===== config.mk =====
export PLATFORM = sky130hd
export DESIGN_NAME = rotation_disk
export DESIGN_NICKNAME = d
export VERILOG_FILES = /design/src/rtl/rotation_disk.sv
export SDC_FILE = /design/constraint.sdc
export NUM_CORES = 1
export LEC_CHECK = 0
export ABC_AREA = 1
export ABC_CLOCK_PERIOD_IN_PS = 850
export BUFFER_PORTS_ARGS = -buffer_cell sky130_fd_sc_hd__buf_2
export CORE_MARGIN = 2
export CORE_UTILIZATION = 45
export CTS_CLUSTER_DIAMETER = 100
export DETAILED_ROUTE_END_ITERATION = 12
export HOLD_SLACK_MARGIN = 0.05
export MAX_ROUTING_LAYER = met4
export PLACE_DENSITY = 0.83
export SLEW_MARGIN = 20
export SYNTH_ARGS = -nofsm -noshare
export SYNTH_HDL_FRONTEND = slang
export SYNTH_SLANG_ARGS = --single-unit

===== constraint.sdc =====
create_clock -name clk -period 0.85 [get_ports clk]
set_input_delay 0.0425 -clock clk [delete_from_list [all_inputs] [get_ports clk]]
set_output_delay 0.0425 -clock clk [all_outputs]
set_load 0.01 [all_outputs]

===== src/rtl/rotation_disk.sv =====
`default_nettype none
// ============================================================================
//  Module   : rotation_disk
//  Purpose  : Rotating disk with a single red mark, held as a one-hot ring
//             register. left/right commands step the mark one position per
//             clock. Two fixed sensors report when the mark passes under
//             them, and their firing order encodes the rotation direction.
//  Ports    : clk      - rising-edge clock (single domain)
//             rst_n    - synchronous, active-low reset
//             left     - rotate-left command (mark moves to higher index)
//             right    - rotate-right command (mark moves to lower index)
//             sensorA  - high while the mark is at SENSOR_A_IDX
//             sensorB  - high while the mark is at SENSOR_B_IDX
//             temp     - one-hot disk position, set bit is the mark
//  Revision : 1.0 - initial release
// ============================================================================
module rotation_disk #(
  parameter int WIDTH        = 32,
  parameter int SENSOR_A_IDX = 1,
  parameter int SENSOR_B_IDX = 0,
  parameter int RESET_IDX    = WIDTH - 1
) (
  input  logic             clk,
  input  logic             rst_n,
  input  logic             left,
  input  logic             right,
  output logic             sensorA,
  output logic             sensorB,
  output logic [WIDTH-1:0] temp
);

  localparam logic [WIDTH-1:0] RESET_VALUE = {{(WIDTH-1){1'b0}}, 1'b1} << RESET_IDX;

  // Conflicting commands (both high) fall through to hold, as does idle.
  always_ff @(posedge clk) begin
    if (!rst_n) begin
      temp <= RESET_VALUE;
    end else if (left && !right) begin
      temp <= {temp[WIDTH-2:0], temp[WIDTH-1]};
    end else if (right && !left) begin
      temp <= {temp[0], temp[WIDTH-1:1]};
    end
  end

  // Direct register bits, so the sensor outputs cannot glitch.
  assign sensorA = temp[SENSOR_A_IDX];
  assign sensorB = temp[SENSOR_B_IDX];

endmodule
`default_nettype wire


==> results.json <==
{
  "arrival_ns": 0.78,
  "cp-start-kind": "register",
  "cts.htree.levels": 2,
  "slew_headroom_pct": 85.17,
  "max_freq_ghz": 1.222,
  "synthToLayoutAreaGrowth_pct": 18.99,
  "dieHeight_um": 66.53,
  "seq_area_frac_synth_pct": 36.42,
  "yosys_warnings": 0,
  "ys_seq_elements": 32,
  "crit_buf_inv": 1,
  "dieArea_sq_mm": 0.004426,
  "start_util_pct": 47.34,
  "viasPerCell": 4.524,
  "synthArstFlopShare_pct": 0,
  "yosys_most_used_dff": "dfxtp_1",
  "path_clk_slew_ns": 0.07,
  "ys_top_cells_by_area": "dfxtp_1, nor2_1, nand2_1, o21ai_0, inv_1",
  "grt_pass1_wl_um": 5858,
  "grt_start_max_net_pins": 32,
  "hold_violations": 0,
  "post-cts-setup-buffers": 0,
  "port_buffers": 37,
  "place.gp.congestion": 0.7450,
  "post-route-period-util_pct": 96.25,
  "synth_area_leader_cell": "dfxtp_1",
  "hp-class": "input pin to register",
  "path_max_fanout": 4,
  "drc": 0,
  "grt_pass1_vias": 1366,
  "numCtsBuffers": 5,
  "cp.required_ns": 0.81,
  "slowest_stage": "dfxtp_2",
  "dp_hpwl_um": 2253,
  "cap_violations": 0,
  "drt_wl_total_um": 3479,
  "final_cells": 361,
  "outcome": "completed",
  "io_pins": 38,
  "rows": 22,
  "cts_root_buffer": "clkbuf_8",
  "avgSynthCellArea_sq_um": 6.328,
  "critical_path_class": "register to output pin",
  "largest_reg_flops": 32,
  "dp.cells": 353,
  "place_area_sq_mm": 0.001953,
  "synth_nets": 284,
  "reg.largest.list": "temp x32",
  "grt.overflow.total": 0,
  "period_needed_ns": 0.8181,
  "syn_inst": 278,
  "fp.dieW_um": 66.53,
  "power_density_mw_per_mm2": 1911,
  "design_area_sq_mm": 0.002093,
  "coreArea_sq_mm": 0.003716,
  "min_from": "rst_n",
  "worst_slew_pin_slew_ns": 0.2225,
  "setup_viol": 0,
  "first_pass_iters": 4,
  "netlist-cell-type-count": 14,
  "yosys-top-cells-count": "nor2_1, nand2_1, inv_1",
  "crit_chain": "buf_2",
  "drtIter0Drc": 75,
  "slew_viol_final": 0,
  "insertion_delay_ns": 0.28,
  "clock_skew_ns": 0.002209,
  "synth_area_sq_mm": 0.001759,
  "critPathMaxStageDelay_ns": 0.36,
  "max-clock-path-buffers": 2,
  "peakVddDrop_mv": 0.9879,
  "numClockSinks": 32,
  "top_register": "temp",
  "synth_edf_count": 0,
  "cts_hold_buf": 0,
  "startpoint": "temp[27]",
  "setup.worst_path.end_class": "output pin",
  "yosysTopAreaCellShare_pct": 36.42,
  "wl_per_cell_um": 9.637,
  "diodes": 0,
  "nets": 318,
  "p_leak_uw": 0.001060,
  "grtUsageTotal_pct": 17.71,
  "drive_gt1_share_pct": 26.84,
  "cts_tree": "yes",
  "antenna_found_initial": 0,
  "vias": 1633,
  "yosysMostFrequentCell": "nor2_1",
  "postRouteAntennaNets": 0,
  "r2r_start": "temp[30]",
  "crit_family": "flip-flops"
}
## metrics by stage
step / hold WS (ns) / TNS, ns / worst slack, ns / power, uW / utilization [%]
final: 0.1156 / 0 / 0.03187 / 4000 / 56.33
after global routing: 0.1316 / -0.00008255 / -0.00008255 / 4269 / 56.33
after CTS: 0.1113 / 0 / 0.0005698 / 4006 / 55.49
after detailed placement: 0.4178 / -4.465 / -0.1814 / 2783 / 52.56
after global placement: 0.4063 / -3.846 / -0.1423 / 2758 / 52.56
after floorplan: 0.1843 / 0 / 0.001484 / 2522 / -
## report_power, final
part	total [uW]	switching [uW]	internal, uW
sequential	1840	150	1690
combinational	951	534	417
clock	1210	548	660
## final cells by class
class | instances | area (sq um)
timing repair buffer | 45 | 326.6
clock buffer | 8 | 90.09
sequential | 32 | 684.4
multi-input combinational | 193 | 798.3
tap | 48 | 60.06
inverter | 35 | 133.9
fill | 380 | 1623
## worst paths after layout
path / to / slack [ns] / cells after the start
min: temp[16] / 0.12 / 3
min reg2reg: temp[31] / 0.51 / 2
max: temp[27] / 0.03 / 1
max reg2reg: temp[29] / 0.15 / 4
## cell families after synthesis
group                    count (synthesis)  synth area share, %
buffers and inverters                   53                18.92
flip-flops                              32                36.42
AND/OR/NAND/NOR                        159                34.00
AO/OA/AOI/OAI                           32                9.246
adder cells (fa/ha/maj)                  2                1.422
## routing by layer
layer  track usage [%]  up-vias  share of wire [%]  wire length, um
met5                 -        -                  0                0
met4             8.673        0                1.8               63
met3             4.054        5                3.9              137
met2             28.63       34                 45             1553
met1             20.73      708                 50             1724
li1                  -      886                  -                -
## cells in the final DEF (no fill, tap or decap)
cell type,count
dfxtp_1,1
dfxtp_4,2
o21ai_0,30
buf_6,1
a21boi_0,1
nand3_1,1
clkbuf_1,2
ha_1,1
buf_2,36
ha_4,1
o21ai_1,1
inv_4,1
nand2_1,65
buf_4,2
buf_12,6
inv_1,34
clkbuf_8,6
dfxtp_2,29
nor2_1,93
## repair_timing
| item | 4_1_cts | 5_1_grt |
|---|---|---|
| endpoints found under the setup margin | 17 | 18 |
| resized for setup | 15 | 19 |
| pin swaps | 0 | 0 |
(Power assumes the default switching activity.)
